[config.mk]
export PLATFORM = sky130hd
export DESIGN_NAME = dino_obstacle_engine
export DESIGN_NICKNAME = d
export VERILOG_FILES = /design/src/rtl/dino_pkg.sv /design/src/rtl/lfsr16.sv /design/src/rtl/dino_obstacle_engine.sv
export SDC_FILE = /design/constraint.sdc
export NUM_CORES = 1
export LEC_CHECK = 0
export ABC_AREA = 1
export CORE_UTILIZATION = 45
export CTS_CLUSTER_SIZE = 30
export DETAILED_ROUTE_END_ITERATION = 10
export PLACE_DENSITY = 0.76
export SLEW_MARGIN = 0
export SYNTH_ARGS = -nofsm -noshare
export SYNTH_HDL_FRONTEND = slang
export SYNTH_SLANG_ARGS = --single-unit
[constraint.sdc]
create_clock -name clk -period 2.2 [get_ports clk]
set_input_delay 0.33 -clock clk [delete_from_list [all_inputs] [get_ports clk]]
set_output_delay 0.33 -clock clk [all_outputs]
set_load 0.1 [all_outputs]
[src/rtl/dino_pkg.sv]
// Shared types and constants for the dino runner game core.
package dino_pkg;

  typedef enum logic [1:0] {
    JS_GROUND = 2'd0,
    JS_RISE   = 2'd1,
    JS_AIR    = 2'd2,
    JS_FALL   = 2'd3
  } jump_state_e;

  // Lane column the dino occupies.
  localparam int DINO_COL = 1;

  // Feedback taps for x^16 + x^14 + x^13 + x^11 + 1 (bits 15, 13, 12, 10).
  localparam logic [15:0] LFSR_TAPS = 16'hB400;

  localparam logic [1:0] Y_GROUND = 2'd0;
  localparam logic [1:0] Y_MID    = 2'd1;
  localparam logic [1:0] Y_APEX   = 2'd2;

  // Shift left by one, feeding the XOR of the tapped bits into bit 0.
  function automatic logic [15:0] lfsr_next(input logic [15:0] s);
    return {s[14:0], ^(s & LFSR_TAPS)};
  endfunction

  // Height shown on the display for each jump state.
  function automatic logic [1:0] jump_height(input jump_state_e s);
    logic [1:0] h;
    case (s)
      JS_RISE: h = Y_MID;
      JS_AIR:  h = Y_APEX;
      JS_FALL: h = Y_MID;
      default: h = Y_GROUND;
    endcase
    return h;
  endfunction

endpackage

[src/rtl/lfsr16.sv]
// 16-bit Fibonacci LFSR that advances one step per enabled cycle.
module lfsr16 #(
  parameter logic [15:0] SEED = 16'hACE1
) (
  input  logic        clk,
  input  logic        rst,
  input  logic        step_en,
  output logic [15:0] state
);
  import dino_pkg::*;

  logic [15:0] state_q;
  logic [15:0] state_d;

  // Next value: step only when enabled.
  always_comb begin
    state_d = state_q;
    if (step_en) state_d = lfsr_next(state_q);
  end

  // State register, seeded on reset.
  always_ff @(posedge clk or negedge rst) begin
    if (!rst) state_q <= SEED;
    else      state_q <= state_d;
  end

  assign state = state_q;

endmodule

[src/rtl/dino_obstacle_engine.sv]
// Dino runner game core: tick divider, scrolling obstacle lane, jump FSM,
// collision and pass scoring with sticky terminal flags.
module dino_obstacle_engine #(
  parameter int          TICK_DIV  = 1_000_000,
  parameter int          LANE_W    = 16,
  parameter int          AIR_TICKS = 3,
  parameter int          OBST_GOAL = 20,
  parameter int          MIN_GAP   = 3,
  parameter logic [15:0] LFSR_SEED = 16'hACE1
) (
  input  logic              clk,
  input  logic              rst,
  input  logic              run_game,
  input  logic              key_jump,
  output logic              collision_detected,
  output logic              game_cleared,
  output logic [LANE_W-1:0] lane,
  output logic [1:0]        dino_y,
  output logic [7:0]        score,
  output logic              tick
);
  import dino_pkg::*;

  localparam int TCNT_W = $clog2(TICK_DIV);
  localparam int GAP_W  = (MIN_GAP > 0) ? $clog2(MIN_GAP + 1) : 1;
  localparam int AIR_W  = (AIR_TICKS > 1) ? $clog2(AIR_TICKS + 1) : 1;

  localparam logic [TCNT_W-1:0] TCNT_LAST = TCNT_W'(TICK_DIV - 1);
  localparam logic [GAP_W-1:0]  GAP_LOAD  = GAP_W'(MIN_GAP);
  localparam logic [AIR_W-1:0]  AIR_LOAD  = AIR_W'(AIR_TICKS - 1);
  localparam logic [7:0]        GOAL      = 8'(OBST_GOAL);

  logic [TCNT_W-1:0] tcnt_q, tcnt_d;
  logic              run_prev_q, key_prev_q;
  logic              pend_q, pend_d;
  jump_state_e       state_q, state_d;
  logic [AIR_W-1:0]  air_q, air_d;
  logic [GAP_W-1:0]  gap_q, gap_d;
  logic [LANE_W-1:0] lane_q, lane_d;
  logic [7:0]        score_q, score_d;
  logic [1:0]        y_q, y_d;
  logic              coll_q, coll_d;
  logic              clr_q, clr_d;
  logic              tick_q, tick_d;

  logic              frozen, new_game, key_rise, tick_now;
  logic              exit_obst, spawn;
  logic [7:0]        score_inc;
  logic [15:0]       lfsr_state;
  logic              unused_lfsr_hi;

  assign frozen   = ~run_game | coll_q | clr_q;
  assign new_game = run_game & ~run_prev_q & (coll_q | clr_q);
  assign key_rise = key_jump & ~key_prev_q;
  assign tick_now = ~frozen & (tcnt_q == TCNT_LAST);

  lfsr16 #(.SEED(LFSR_SEED)) u_lfsr (
    .clk     (clk),
    .rst     (rst),
    .step_en (tick_now),
    .state   (lfsr_state)
  );

  // Only the low bits gate spawning; the rest just carry the sequence.
  assign unused_lfsr_hi = ^lfsr_state[15:3];

  // Game step: new-game clear, per-tick lane/jump/score update, divider count.
  always_comb begin
    tcnt_d    = tcnt_q;
    state_d   = state_q;
    air_d     = air_q;
    gap_d     = gap_q;
    lane_d    = lane_q;
    score_d   = score_q;
    y_d       = y_q;
    coll_d    = coll_q;
    clr_d     = clr_q;
    tick_d    = 1'b0;
    exit_obst = 1'b0;
    spawn     = 1'b0;
    score_inc = score_q;

    // A press landing on the tick cycle survives to the next tick.
    pend_d = tick_now ? key_rise : (pend_q | key_rise);

    if (new_game) begin
      coll_d  = 1'b0;
      clr_d   = 1'b0;
      lane_d  = '0;
      score_d = '0;
      state_d = JS_GROUND;
      air_d   = '0;
      y_d     = Y_GROUND;
      tcnt_d  = '0;
      gap_d   = '0;
    end else if (tick_now) begin
      tcnt_d    = '0;
      tick_d    = 1'b1;
      exit_obst = lane_q[0];
      spawn     = (lfsr_state[2:0] == 3'd0) && (gap_q == '0);
      lane_d    = {spawn, lane_q[LANE_W-1:1]};
      if (spawn)             gap_d = GAP_LOAD;
      else if (gap_q != '0)  gap_d = gap_q - 1'b1;

      case (state_q)
        JS_GROUND: if (pend_q) state_d = JS_RISE;
        JS_RISE: begin
          state_d = JS_AIR;
          air_d   = AIR_LOAD;
        end
        JS_AIR: begin
          if (air_q == '0) state_d = JS_FALL;
          else             air_d   = air_q - 1'b1;
        end
        JS_FALL:  state_d = JS_GROUND;
        default:  state_d = JS_GROUND;
      endcase
      y_d = jump_height(state_d);

      // A hit outranks a pass or clear decided on the same tick.
      if (lane_d[DINO_COL] && (y_d == Y_GROUND)) begin
        coll_d = 1'b1;
      end else if (exit_obst) begin
        score_inc = (score_q == 8'd255) ? score_q : score_q + 8'd1;
        score_d   = score_inc;
        if (score_inc >= GOAL) clr_d = 1'b1;
      end
    end else if (!frozen) begin
      tcnt_d = tcnt_q + 1'b1;
    end
  end

  // State registers with asynchronous active-low reset.
  always_ff @(posedge clk or negedge rst) begin
    if (!rst) begin
      tcnt_q     <= '0;
      run_prev_q <= 1'b0;
      key_prev_q <= 1'b0;
      pend_q     <= 1'b0;
      state_q    <= JS_GROUND;
      air_q      <= '0;
      gap_q      <= '0;
      lane_q     <= '0;
      score_q    <= '0;
      y_q        <= Y_GROUND;
      coll_q     <= 1'b0;
      clr_q      <= 1'b0;
      tick_q     <= 1'b0;
    end else begin
      tcnt_q     <= tcnt_d;
      run_prev_q <= run_game;
      key_prev_q <= key_jump;
      pend_q     <= pend_d;
      state_q    <= state_d;
      air_q      <= air_d;
      gap_q      <= gap_d;
      lane_q     <= lane_d;
      score_q    <= score_d;
      y_q        <= y_d;
      coll_q     <= coll_d;
      clr_q      <= clr_d;
      tick_q     <= tick_d;
    end
  end

  assign collision_detected = coll_q;
  assign game_cleared       = clr_q;
  assign lane               = lane_q;
  assign dino_y             = y_q;
  assign score              = score_q;
  assign tick               = tick_q;

endmodule
==> results.ini, run 1 <==
[placement]
dp_hpwl_microns = 5530
gp_congestion = 0.884
io_buffers = 32
postPlaceCellArea_sq_um = 4120

[power]
total_leakage_power_nw = 2.15
power_switching_mw = 1.12
peakVddDrop_uv = 319
internal_power_mw = 2.25
combPwrFrac_pct = 21.2
power_density_nw_per_um2 = 780
p_seq_share_pct = 45.6
swShare_pct = 33.1
p_clk_share_pct = 33.2

[die]
dieWidth_microns = 93.1
rows = 32
initial_core_util_pct = 47.3
pin_count = 33
dieArea_sq_um = 8660
core-area_sq_um = 7890
die_h_microns = 93.1

[layout]
area_delta_synth_final_pct = 15.7
final_area_sq_um = 4320
register_area_sq_um = 1860
finalNetCount = 518
layout-drive-gt1-share_pct = 14.3
final_core_util_pct = 54.8
multi_input_area_sq_um = 1540
fillers = 701
diodes = 0

[logic_synthesis]
synth_top_cell_area_share_pct = 44.3
synth-edff-count = 0
synthTopCellsByArea = dfrtp_1, nand2_1, inv_1
synth_warnings = 0
synth-async-reset-ratio_pct = 100
ys_seq_elements = 74
synth_area_sq_um = 3730
syn_inst = 468
synth_nets = 479
syn_avg_cell_area_sq_um = 7.98
yosysTopAreaCell = dfrtp_1
synthFlopType = dfrtp_1
seq_area_frac_synth_pct = 49.9
synth_cell_types = 36

[clock_network]
clock_sinks = 74
cts_tree = yes
insertion_delay_ns = 0.34
htreeDepth = 3
clockRootBuffer = clkbuf_8
numCtsBuffers = 9
clkTransAtPathRegs_ns = 0.09
hold_buffers = 0
cts_resized = 0
cts_buffer_depth = 2
post_cts_buffers = 0

[setup_path]
end_kind = flip-flop
required_ns = 2.47
path_class = reg -> reg
rrSetupSlack_ns = 0.37
rr_worst_depth = 12
path_max_fanout = 7
r2r_start = state_q[0]
reg2reg_to = score[1]
worstPathArrival_ns = 2.10
cp-start-kind = flip-flop

[drt]
via_per_inst = 5.09
drt-pass1-iter-count = 5
wl_microns = 7640
ant_nets = 0
route.detailed.drc = 0
dr.first_iter.drc_count = 159
wl_per_cell_microns = 12.4
via_count = 3123

[sta]
rsz0062_at_grt = false
drv_slew = 0
post-route-min-period_ns = 1.83
worst_pin_slew_ns = 0.389
clock.fmax_ghz = 0.547
period_share_pct = 83.1
finalSetupViolations = 0
finalSetupTns_ns = 0
skew_ns = 0.0217
slew_headroom_pct = 73.9
whs_ns = -0.00979
hold_viol_final = 6

[global_routing]
overflow = 0
grt_max_degree = 75
grtUsageTotal_pct = 20.0
grt_pass1_vias = 3127
grt_pass1_wl_microns = 13800
antenna_found_initial = 0

[status]
violations = negative hold slack
outcome = complete, but fails checks

[hold_path]
min_path_type = in -> async

[job]
drv_cap = 0

==> worst max-delay path by stage <==
stage	startpoint	to	cells past startpoint
floorplan	score[0]	game_cleared	10
CTS	collision_detected	tcnt_q[14]	8
global route	state_q[0]	score[1]	12
global placement	run_game	tcnt_q[14]	8
detailed placement	run_game	tcnt_q[14]	8
finish	state_q[0]	score[1]	12
==> worst max-delay path, stage by stage (launching register included) <==
cell and delay (ns):
dfrtp_1 0.39, inv_1 0.12, ha_1 0.24, inv_1 0.06, nor2_1 0.08, nand2_1 0.05
nand2_1 0.14, nor2_1 0.08, nor2_1 0.23, nand2_4 0.10, clkinv_2 0.11, nand3_1 0.07
o21ai_1 0.09
==> placed cells by master, fill, tap and decap left out, types with 2 or more instances in the layout <==
| master | synthesis | final |
|---|---|---|
| nand2_1 | 133 | 133 |
| inv_1 | 69 | 69 |
| dfrtp_1 | 66 | 66 |
| nor2_1 | 41 | 41 |
| buf_4 | 2 | 33 |
| nand3_1 | 24 | 24 |
| o21ai_0 | 23 | 23 |
| o22ai_1 | 15 | 15 |
| nor3_1 | 13 | 13 |
| nand4_1 | 9 | 9 |
| clkbuf_8 | 0 | 9 |
| a21oi_1 | 8 | 8 |
| o21ai_1 | 8 | 8 |
| dfstp_2 | 8 | 8 |
| ha_1 | 7 | 7 |
| xor2_1 | 6 | 6 |
| nor2_2 | 4 | 4 |
| xnor2_1 | 4 | 4 |
| clkbuf_1 | 3 | 4 |
| nand2_2 | 3 | 3 |
| inv_2 | 3 | 3 |
| nand2_4 | 2 | 2 |
| clkinv_2 | 1 | 2 |
| bufinv_16 | 0 | 2 |
| clkdlybuf4s50_1 | 0 | 2 |
| buf_12 | 0 | 2 |
==> synth_stat cells (2+ instances only) <==
master    instances
nand2_2           3
inv_1            69
nand4_1           9
nor2_1           41
xnor2_1           4
nor3_1           13
nor2_2            4
clkbuf_1          3
nand3_1          24
dfrtp_1          66
o22ai_1          15
buf_2             3
xor2_1            6
o21ai_1           8
dfstp_2           8
nand2_1         133
ha_1              7
buf_4             2
a21oi_1           8
o21ai_0          23
nand2_4           2
inv_2             3
==> layout make-up <==
cell class | instances | area share, %
flip-flops and latches | 74 | 43.1
multi-input cells | 312 | 35.7
repair buffers | 37 | 7.13
inverters | 73 | 6.37
clock buffers | 13 | 3.22
well taps | 102 | 2.95
clock inverters | 3 | 1.51
==> sequential cells by signal (all words and copies together), names as in the netlist <==
signal	cells
state_q	2
gap_q	2
tcnt_q	20
run_prev_q	1
tick	1
air_q	2
dino_y	2
key_prev_q	1
pend_q	1
collision_detected	1
u_lfsr.state	16
lane	16
score	8
game_cleared	1
==> power by group through the flow <==
stage               combinational, mW  clock [mW]  sequential [mW]
floorplan                       0.242           0             1.86
global placement                0.706           0             1.56
detailed placement              0.716           0             1.56
CTS                             0.718        1.15             1.53
global route                    0.778        1.21             1.55
finish                          0.714        1.12             1.53
==> stage by stage <==
stage	worst slack [ns]	power (mW)	instances
2_1_floorplan	0.0442	2.10	468
3_3_place_gp	0.144	2.26	598
3_5_place_dp	0.0879	2.28	598
4_1_cts	0.372	3.40	614
5_1_grt	0.164	3.54	614
6_report	0.372	3.37	614
==> per-layer routing <==
layer	GRT usage, %	share of wire, %	vias to the layer above
met5	0	0	-
met4	6.92	1.5	0
met3	3.50	4.0	11
met2	33.6	48	72
met1	25.9	47	1477
li1	-	-	1563
==> kinds of logic (layout without fill, tap and decap cells) <==
kind of cell | count (synthesis) | after routing | synth area share, %
simple gates | 236 | 236 | 27.9
buf+inv | 82 | 126 | 8.78
flops | 74 | 74 | 49.9
compound gates | 59 | 59 | 8.78
xor+xnor | 10 | 10 | 2.35
fa+ha+maj | 7 | 7 | 2.35
Power figures use the tool's default switching activity.
==> inputs of run 2 (changes only) <==
--- a/config.mk
+++ b/config.mk
@@ -9,7 +9,7 @@
 export CORE_UTILIZATION = 45
 export CTS_CLUSTER_SIZE = 30
 export DETAILED_ROUTE_END_ITERATION = 10
-export PLACE_DENSITY = 0.76
+export PLACE_DENSITY = 0.78
 export SLEW_MARGIN = 0
 export SYNTH_ARGS = -nofsm -noshare
 export SYNTH_HDL_FRONTEND = slang
==> constraint.sdc (replaced) <==
create_clock -name clk -period 1.6 [get_ports clk]
set_input_delay 0.24 -clock clk [delete_from_list [all_inputs] [get_ports clk]]
set_output_delay 0.24 -clock clk [all_outputs]
set_load 0.1 [all_outputs]
==> results.ini, run 2 (synthesized netlist as in run 1, its figures left out) <==
[drt]
via_per_inst = 5.31  ; +4.4%
wl_microns = 10500  ; +38%
via_count = 3578  ; +15%
route.detailed.drc = 0  ; unchanged
drt-pass1-iter-count = 5  ; unchanged
dr.first_iter.drc_count = 216  ; +36%
ant_nets = 0  ; unchanged
wl_per_cell_microns = 15.6  ; +26%

[job]
drv_cap = 0  ; unchanged

[sta]
fin_ws_ns = -0.0970  ; -0.469 ns
slew_headroom_pct = 73.0  ; -0.91 points
period_share_pct = 106  ; +23 points
drv_slew = 0  ; unchanged
finalSetupViolations = 27  ; +27
clock.fmax_ghz = 0.589  ; +7.7%
finalSetupTns_ns = -0.982  ; -0.982 ns
post-route-min-period_ns = 1.70  ; -0.131 ns
rsz0062_at_grt = true
skew_ns = 0.00884  ; -0.0128 ns
hold_viol_final = 0  ; -6
worst_pin_slew_ns = 0.402  ; +0.0135 ns

[layout]
final_common_cell = nand2_1
final_area_sq_um = 5660  ; +31%
regMostFlops = tcnt_q
layout_common_cells = nand2_1, inv_1, dfrtp_1
diodes = 0  ; unchanged
layout-drive-gt1-share_pct = 37.9  ; +24 points
post_layout_nonfiller_instances = 674  ; +9.8%
area_delta_synth_final_pct = 51.6
largest_reg_flops = 20  ; unchanged
finalNetCount = 578  ; +12%

[die]
initial_core_util_pct = 47.3  ; unchanged
dieWidth_microns = 93.1  ; unchanged
core-area_sq_um = 7890  ; unchanged
die_h_microns = 93.1  ; unchanged
rows = 32  ; unchanged
pin_count = 33  ; unchanged
dieArea_sq_um = 8660  ; unchanged

[clock_network]
cts_buffer_depth = 2  ; unchanged
clkTransAtPathRegs_ns = 0.08  ; about the same
htreeDepth = 3  ; unchanged
numCtsBuffers = 9  ; unchanged
insertion_delay_ns = 0.36  ; +0.02 ns
clockRootBuffer = clkbuf_8
cts_tree = yes
clock_sinks = 74  ; unchanged

[global_routing]
antenna_found_initial = 0  ; unchanged
overflow = 0  ; unchanged
grt_pass1_wl_microns = 14800  ; +7.3%
grtUsageTotal_pct = 21.8  ; +1.8 points
grt_max_degree = 75  ; unchanged
grt_pass1_vias = 3296  ; +5.4%

[setup_path]
path_class = reg -> reg
rrSetupSlack_ns = -0.1  ; -0.47 ns
setup.worst_path.end = score[6]
required_ns = 1.88  ; -0.59 ns
cp-startpoint = state_q[0]
reg2reg_to = score[6]
rr_worst_depth = 10  ; -2
cp-start-kind = flip-flop
worstPathArrival_ns = 1.98  ; -0.12 ns
r2r_start = state_q[0]
path_max_fanout = 6  ; -1
end_kind = flip-flop

[power]
power_density_nw_per_um2 = 884  ; +13%
total_leakage_power_nw = 2.63  ; +22%
fin_total_pwr_mw = 5.00  ; +49%
peakVddDrop_uv = 775  ; +140%

[placement]
place_inst = 640  ; +7.0%
pre_cts_ws_ns = -0.289  ; -0.377 ns
dp_hpwl_microns = 6320  ; +14%
io_buffers = 32  ; unchanged
gp_congestion = 0.872  ; -1.3%
postPlaceCellArea_sq_um = 4860  ; +18%

[hold_path]
min_path_type = in -> reg
hold_start = run_game

[status]
outcome = complete, but fails checks
violations = negative setup slack

==> run 2: cell count changes in the layout (fill, tap and decap cells not counted), sizes merged <==
cell / previous run / this run
clkbuf: 13 / 12
clkdlybuf4s50: 2 / 1
buf: 35 / 91
dlygate4sd3: 0 / 1
clkinvlp: 0 / 2
dlymetal6s2s: 0 / 1
inv: 72 / 74
bufinv: 2 / 0
clkinv: 2 / 4
==> run 2: metal layers <==
| layer | up-vias | routed length (microns) | track usage (%) |
|---|---|---|---|
| li1 | 1690 | - | - |
| met1 | 1739 | 4360 | 27.2 |
| met2 | 120 | 5450 | 37.3 |
| met3 | 29 | 476 | 4.96 |
| met4 | 0 | 255 | 7.31 |
| met5 | - | 0 | 0 |
==> run 2: metrics by stage <==
stage	hold slack, ns	util (%)
3_3_place_gp	0.298	61.7
4_1_cts	0.352	64.9
6_report	0.139	71.7
3_5_place_dp	0.301	61.7
2_1_floorplan	-0.0556	-
5_1_grt	0.141	71.7
==> run 2: report_power, final <==
part	switching [mW]	internal [mW]	leakage (nW)
clock	0.768	0.621	0.0895
combinational	0.912	0.574	1.59
sequential	0.128	2.00	0.952
total	1.81	3.19	2.63
==> run 2: final cells by class <==
| cell class | instances | area (sq um) |
|---|---|---|
| clock inverters | 6 | 50.0 |
| flip-flops and latches | 74 | 1890 |
| repair buffers | 96 | 1230 |
| repair inverters | 1 | 8.76 |
| inverters | 73 | 299 |
| fillers | 485 | 2230 |
| well taps | 102 | 128 |
| clock buffers | 10 | 138 |
| multi-input cells | 312 | 1910 |
==> run 2: worst min-delay path by stage <==
stage / cells after the start / to
after global routing: 1 / run_prev_q
final: 1 / run_prev_q
after detailed placement: 2 / lane[9]
after floorplan: 0 / air_q[0]
after CTS: 1 / key_prev_q
after global placement: 2 / lane[10]
==> run 2: worst max-delay path, stage by stage, from the launching register on <==
cell      delay (ns)
dfrtp_1         0.41
inv_2           0.13
ha_4            0.15
inv_1           0.04
nor2_1          0.10
nand2_1         0.11
nand2_4         0.12
o21bai_4        0.09
nor3_4          0.27
nand2_1         0.09
o21ai_1         0.09
==> run 2: repair_timing <==
item                                    4_1_cts  5_1_grt
pin swaps                                     5       20
gates resized for setup                      17      100
endpoints found under the setup margin       33       69
hold buffers                                  1        0
hold endpoints to repair                     66        0
gates cloned                                  0        4
buffers inserted                              2       11
==> inputs of run 3 (changes only) <==
--- a/config.mk
+++ b/config.mk
@@ -9,7 +9,7 @@
 export CORE_UTILIZATION = 45
 export CTS_CLUSTER_SIZE = 30
 export DETAILED_ROUTE_END_ITERATION = 10
-export PLACE_DENSITY = 0.78
+export PLACE_DENSITY_LB_ADDON = 0.3
 export SLEW_MARGIN = 0
 export SYNTH_ARGS = -nofsm -noshare
 export SYNTH_HDL_FRONTEND = slang
==> results.ini, run 3 (synthesized netlist as in run 1, its figures left out) <==
[power]
combPwrFrac_pct = 29.3  ; -0.4 points
power_density_nw_per_um2 = 908  ; +2.7%
power_switching_mw = 1.82  ; +0.97%
swShare_pct = 35.4  ; -0.73 points
peakVddDrop_uv = 506  ; -35%
p_seq_share_pct = 41.2  ; -1.3 points
p_clk_share_pct = 29.5  ; +1.7 points
total_leakage_power_nw = 2.66  ; +1.1%
internal_power_mw = 3.33  ; +4.2%

[layout]
layout-drive-gt1-share_pct = 37.7  ; -0.22 points
final_area_sq_um = 5680  ; +0.33%
largest_reg_flops = 20  ; unchanged
final_common_cell = nand2_1
diodes = 0  ; unchanged
finalNetCount = 584  ; +1.0%
regMostFlops = tcnt_q
area_delta_synth_final_pct = 52.1
layout_common_cells = nand2_1, inv_1, buf_4
fillers = 551  ; +14%

[clock_network]
insertion_delay_ns = 0.36  ; about the same
clock_sinks = 74  ; unchanged
htreeDepth = 3  ; unchanged
clkTransAtPathRegs_ns = 0.08  ; about the same
clockRootBuffer = clkbuf_8
cts_tree = yes
cts_buffer_depth = 2  ; unchanged
numCtsBuffers = 9  ; unchanged

[setup_path]
path_max_fanout = 6  ; unchanged
required_ns = 1.85  ; -0.03 ns
max_stage_delay_ns = 0.50  ; +0.09 ns
end_kind = flip-flop
worstPathArrival_ns = 1.93  ; -0.05 ns
rrSetupSlack_ns = -0.08  ; +0.02 ns
cp.depth = 8  ; -2
critPathSlowestCell = dfrtp_4
r2r_start = game_cleared
cp-startpoint = game_cleared
cp-start-kind = flip-flop
reg2reg_to = tcnt_q[10]
cp_cell_sequence = nor2_4, nand2_4, nand2_2, nand2_1, nor2_1, nand3_1, o21ai_1, a21oi_1
setup.worst_path.end = tcnt_q[10]
crit_buf_inv = 0  ; -2
path_class = reg -> reg
critPathTopFamily = simple AND/OR/NAND/NOR gates
rr_worst_depth = 8  ; -2

[sta]
skew_ns = 0.00701  ; -0.00183 ns
finalSetupViolations = 26  ; -3.7%
slew_headroom_pct = 71.6  ; -1.3 points
rsz0062_at_grt = true
fin_ws_ns = -0.0808  ; +0.0163 ns
hold_viol_final = 0  ; unchanged
drv_slew = 0  ; unchanged
post-route-min-period_ns = 1.68  ; -0.0163 ns
clock.fmax_ghz = 0.595  ; +0.97%
period_share_pct = 105  ; -1.0 points
whs_ns = 0.337  ; +0.198 ns
worst_pin_slew_ns = 0.426  ; +0.0231 ns

[global_routing]
antenna_found_initial = 0  ; unchanged
grt_max_degree = 32  ; -57%
grtUsageTotal_pct = 24.1  ; +2.3 points
grt_pass1_wl_microns = 16200  ; +9.9%
grt_pass1_vias = 3623  ; +9.9%
overflow = 0  ; unchanged

[die]
die_h_microns = 93.1  ; unchanged
pin_count = 33  ; unchanged
core-area_sq_um = 7890  ; unchanged
initial_core_util_pct = 47.3  ; unchanged
dieArea_sq_um = 8660  ; unchanged
dieWidth_microns = 93.1  ; unchanged
rows = 32  ; unchanged

[drt]
wl_microns = 10400  ; -1.8%
drt-pass1-iter-count = 5  ; unchanged
dr.first_iter.drc_count = 172  ; -20%
route.detailed.drc = 0  ; unchanged
ant_nets = 0  ; unchanged
via_per_inst = 5.23  ; -1.4%
wl_per_cell_microns = 15.2  ; -2.7%
via_count = 3558  ; -0.56%

[status]
outcome = complete, but fails checks
violations = negative setup slack

[hold_path]
min_path_type = in -> reg

[placement]
dp_hpwl_microns = 6290  ; -0.47%
gp_congestion = 0.852  ; -2.3%
io_buffers = 32  ; unchanged
postPlaceCellArea_sq_um = 4890  ; +0.51%

[job]
drv_cap = 0  ; unchanged

[run 3: timing repair]
| item | in CTS | in global routing |
|---|---|---|
| gates cloned | 0 | 4 |
| setup buffers | 5 | 11 |
| hold endpoints to repair | 25 | 0 |
| hold buffers | 1 | 0 |
| endpoints found under the setup margin | 53 | 69 |
| pin swaps | 9 | 21 |
| gates resized for setup | 28 | 75 |
[run 3: how the worst min path moves through the flow]
stage | from | endpoint | slack (ns) | cells after the start
6_report | key_jump | key_prev_q | 0.34 | 1
5_1_grt | key_jump | key_prev_q | 0.34 | 1
4_1_cts | key_jump | key_prev_q | 0.34 | 1
3_5_place_dp | rst | game_cleared | 0.21 | 1
3_3_place_gp | rst | score[5] | 0.21 | 1
2_1_floorplan | rst | air_q[0] | -0.06 | 0
[run 3: layer usage]
metal	vias to the layer above	global-route usage, %	share of wire (%)
met1	1717	28.8	41
met5	-	0	0
met2	122	42.2	52
met4	0	6.67	1.6
met3	18	6.91	5.6
li1	1701	-	-
[run 3: per-stage QoR]
| stage | TNS, ns | total power [mW] | cells | setup WS [ns] | utilization [%] |
|---|---|---|---|---|---|
| 3_3_place_gp | -9.14 | 3.49 | 643 | -0.258 | 62.0 |
| 6_report | -0.701 | 5.15 | 680 | -0.0808 | 72.0 |
| 5_1_grt | -4.24 | 5.38 | 680 | -0.184 | 72.0 |
| 4_1_cts | -0.240 | 5.05 | 665 | -0.0322 | 66.3 |
| 2_1_floorplan | -1.41 | 2.93 | 468 | -0.0697 | - |
| 3_5_place_dp | -12.03 | 3.52 | 643 | -0.303 | 62.0 |
[run 3: final cells by class]
class,count,area (sq um),area share [%]
repair buffers,103,1290,22.7
flip-flops and latches,74,1890,33.3
clock buffers,9,124,2.18
clock inverters,7,76.3,1.34
multi-input cells,312,1870,33.0
inverters,73,299,5.27
well taps,102,128,2.25
[run 3: power groups by stage]
stage	registers [mW]	clock network, mW	logic (mW)
after floorplan	2.59	0	0.346
after global placement	2.15	0	1.35
after detailed placement	2.15	0	1.37
after CTS	2.12	1.53	1.40
after global routing	2.14	1.62	1.62
final	2.12	1.52	1.51
==> RTL edit (config.mk and constraints of run 2) <==
Add an input register stage for `run_game` and `key_jump`, without a reset; this delays them by one clock.
--- a/src/rtl/dino_obstacle_engine.sv
+++ b/src/rtl/dino_obstacle_engine.sv
@@ -30,6 +30,14 @@
   localparam logic [AIR_W-1:0]  AIR_LOAD  = AIR_W'(AIR_TICKS - 1);
   localparam logic [7:0]        GOAL      = 8'(OBST_GOAL);
 
+  logic run_game_q;
+  logic key_jump_q;
+
+  always_ff @(posedge clk) begin
+    run_game_q <= run_game;
+    key_jump_q <= key_jump;
+  end
+
   logic [TCNT_W-1:0] tcnt_q, tcnt_d;
   logic              run_prev_q, key_prev_q;
   logic              pend_q, pend_d;
@@ -49,9 +57,9 @@
   logic [15:0]       lfsr_state;
   logic              unused_lfsr_hi;
 
-  assign frozen   = ~run_game | coll_q | clr_q;
-  assign new_game = run_game & ~run_prev_q & (coll_q | clr_q);
-  assign key_rise = key_jump & ~key_prev_q;
+  assign frozen   = ~run_game_q | coll_q | clr_q;
+  assign new_game = run_game_q & ~run_prev_q & (coll_q | clr_q);
+  assign key_rise = key_jump_q & ~key_prev_q;
   assign tick_now = ~frozen & (tcnt_q == TCNT_LAST);
 
   lfsr16 #(.SEED(LFSR_SEED)) u_lfsr (
@@ -148,8 +156,8 @@
       tick_q     <= 1'b0;
     end else begin
       tcnt_q     <= tcnt_d;
-      run_prev_q <= run_game;
-      key_prev_q <= key_jump;
+      run_prev_q <= run_game_q;
+      key_prev_q <= key_jump_q;
       pend_q     <= pend_d;
       state_q    <= state_d;
       air_q      <= air_d;
Formal check against the unedited RTL: no difference found for any inputs over 10 cycles, from zero or initial values and one cycle with rst low; that may be too few to reach the edited logic, so the function may still have changed.
==> RTL edit against run 2 <==
The flow still finishes with violations (negative setup slack). Non-clock buffer count is 9 lower. Wire length down 12%. Utilization decreased by 6.2 points. Final area fell by 5.3%. Sequential cell count is 2 higher. Synthesized area up 1.4%. Setup slack improved by 25 ps. Via count down 3.5%. Critical endpoint is now score[0].
Power is not compared: it rests on default switching activity, and its combinational part moved more than twofold at a synthesized area within 25%.
==> RTL edit: results (changes against run 2) <==
status: "complete, but fails checks"  # unchanged
violations: "negative setup slack"  # unchanged
grt_usage_pct: 22.3  # was 21.8%
timing.final.ws_setup_ps: -72.3  # was -97.0 ps
setup_tns_ps: -486  # was -982 ps
dpl_cell_area_um2: 4890  # was 4860 µm²
async_reset_ff_share_pct: 97.4  # was 100%
num-fill-cells: 616  # was 485
layoutNonFillerInstCount: 669  # was 674
grt_pass1_wl_mm: 15.3  # was 14.8 mm
wl_mm: 9.25  # was 10.5 mm
placed_cells: 642  # was 640
grtUsageMet1_pct: 27.0  # was 27.2%
gp_congestion: 0.905  # was 0.872
avgSynthCellArea_um2: 8.06  # was 7.98 µm²
syn_nets: 481  # was 479
hpwl_mm: 6.29  # was 6.32 mm
seq_area_frac_synth_pct: 50.2  # was 49.9%
finClkSkew_ps: 15.4  # was 8.84 ps
critPathMaxStageDelay_ps: 390  # was 410 ps
yosysWarnings: 0  # unchanged
nets: 570  # was 578
drive_gt1_share_pct: 30.7  # was 37.9%
yosys-top-cells-count: "134 x nand2_1, 69 x inv_1, 66 x dfrtp_1"  # was 133 x nand2_1, 69 x inv_1, 66 x dfrtp_1
vias_per_cell: 5.16  # was 5.31
setup_viol: 24  # was 27
drt_iter0_drc: 194  # was 216
multi_input_area_um2: 1710  # was 1910 µm²
diodes: 0  # unchanged
synthTopCellsByArea: "dfrtp_1 44%, nand2_1 13%, inv_1 6.8%, dfstp_2 5.6%, nor2_1 4.2%"  # was dfrtp_1 44%, nand2_1 13%, inv_1 6.9%, dfstp_2 5.6%, nor2_1 4.1%
dp_slack_ps: -124  # was -289 ps
synthDistinctLibCells: 38  # was 36
grt_pass1_vias: 3487  # was 3296
slew_headroom_pct: 73.6  # was 73.0%
met3_usage_pct: 4.85  # was 4.96%
use_met2_pct: 38.2  # was 37.3%
crit_arrival_ps: 1930  # was 1980 ps
==> RTL edit: cell types whose count changed after synthesis, sizes merged <==
cell	before	now
buf	6	7
dfxtp	0	2
clkbuf	3	2
==> RTL edit: final cells by class <==
cell class	instances	share of cell area [%]
Clock buffer	10	2.38
Clock inverter	6	1.64
Inverter	73	5.44
Multi-Input combinational cell	312	32.0
Sequential cell	76	36.0
Tap cell	105	2.45
Timing Repair Buffer	87	20.1
==> RTL edit: what timing repair did <==
item | 4_1_cts | 5_1_grt
pin swaps | 8 | 6
hold endpoints to repair | 66 | 0
gates resized for setup | 16 | 36
setup endpoints to repair | 46 | 64
setup buffers | 6 | 4
hold buffers | 1 | 0
==> RTL edit: final timing paths <==
check | start | endpoint | slack (ps) | depth (start not counted)
setup / recovery | tcnt_q[0] | score[0] | -70 | 10
hold / removal | key_jump | key_jump_q | 320 | 1
setup reg to reg | tcnt_q[0] | score[0] | -70 | 10
hold reg to reg | key_jump_q | key_prev_q | 340 | 0
max in group asynchronous | rst | game_cleared | 820 | 3
min in group asynchronous | rst | tcnt_q[1] | 430 | 3
==> RTL edit: per-layer routing <==
layer | share of wire [%] | vias up
met5 | 0 | -
met4 | 2.5 | 0
met3 | 3.8 | 22
met2 | 52 | 94
met1 | 42 | 1669
li1 | - | 1669
==> RTL edit: logic make-up after synthesis <==
kind of cell / after synthesis / share of synthesized area, %
flip-flops: 76 / 50.2
AO/OA/AOI/OAI: 59 / 8.76
buffers and inverters: 82 / 8.92
AND/OR/NAND/NOR: 236 / 27.5
adder cells (fa/ha/maj): 7 / 2.31
XOR/XNOR: 10 / 2.31
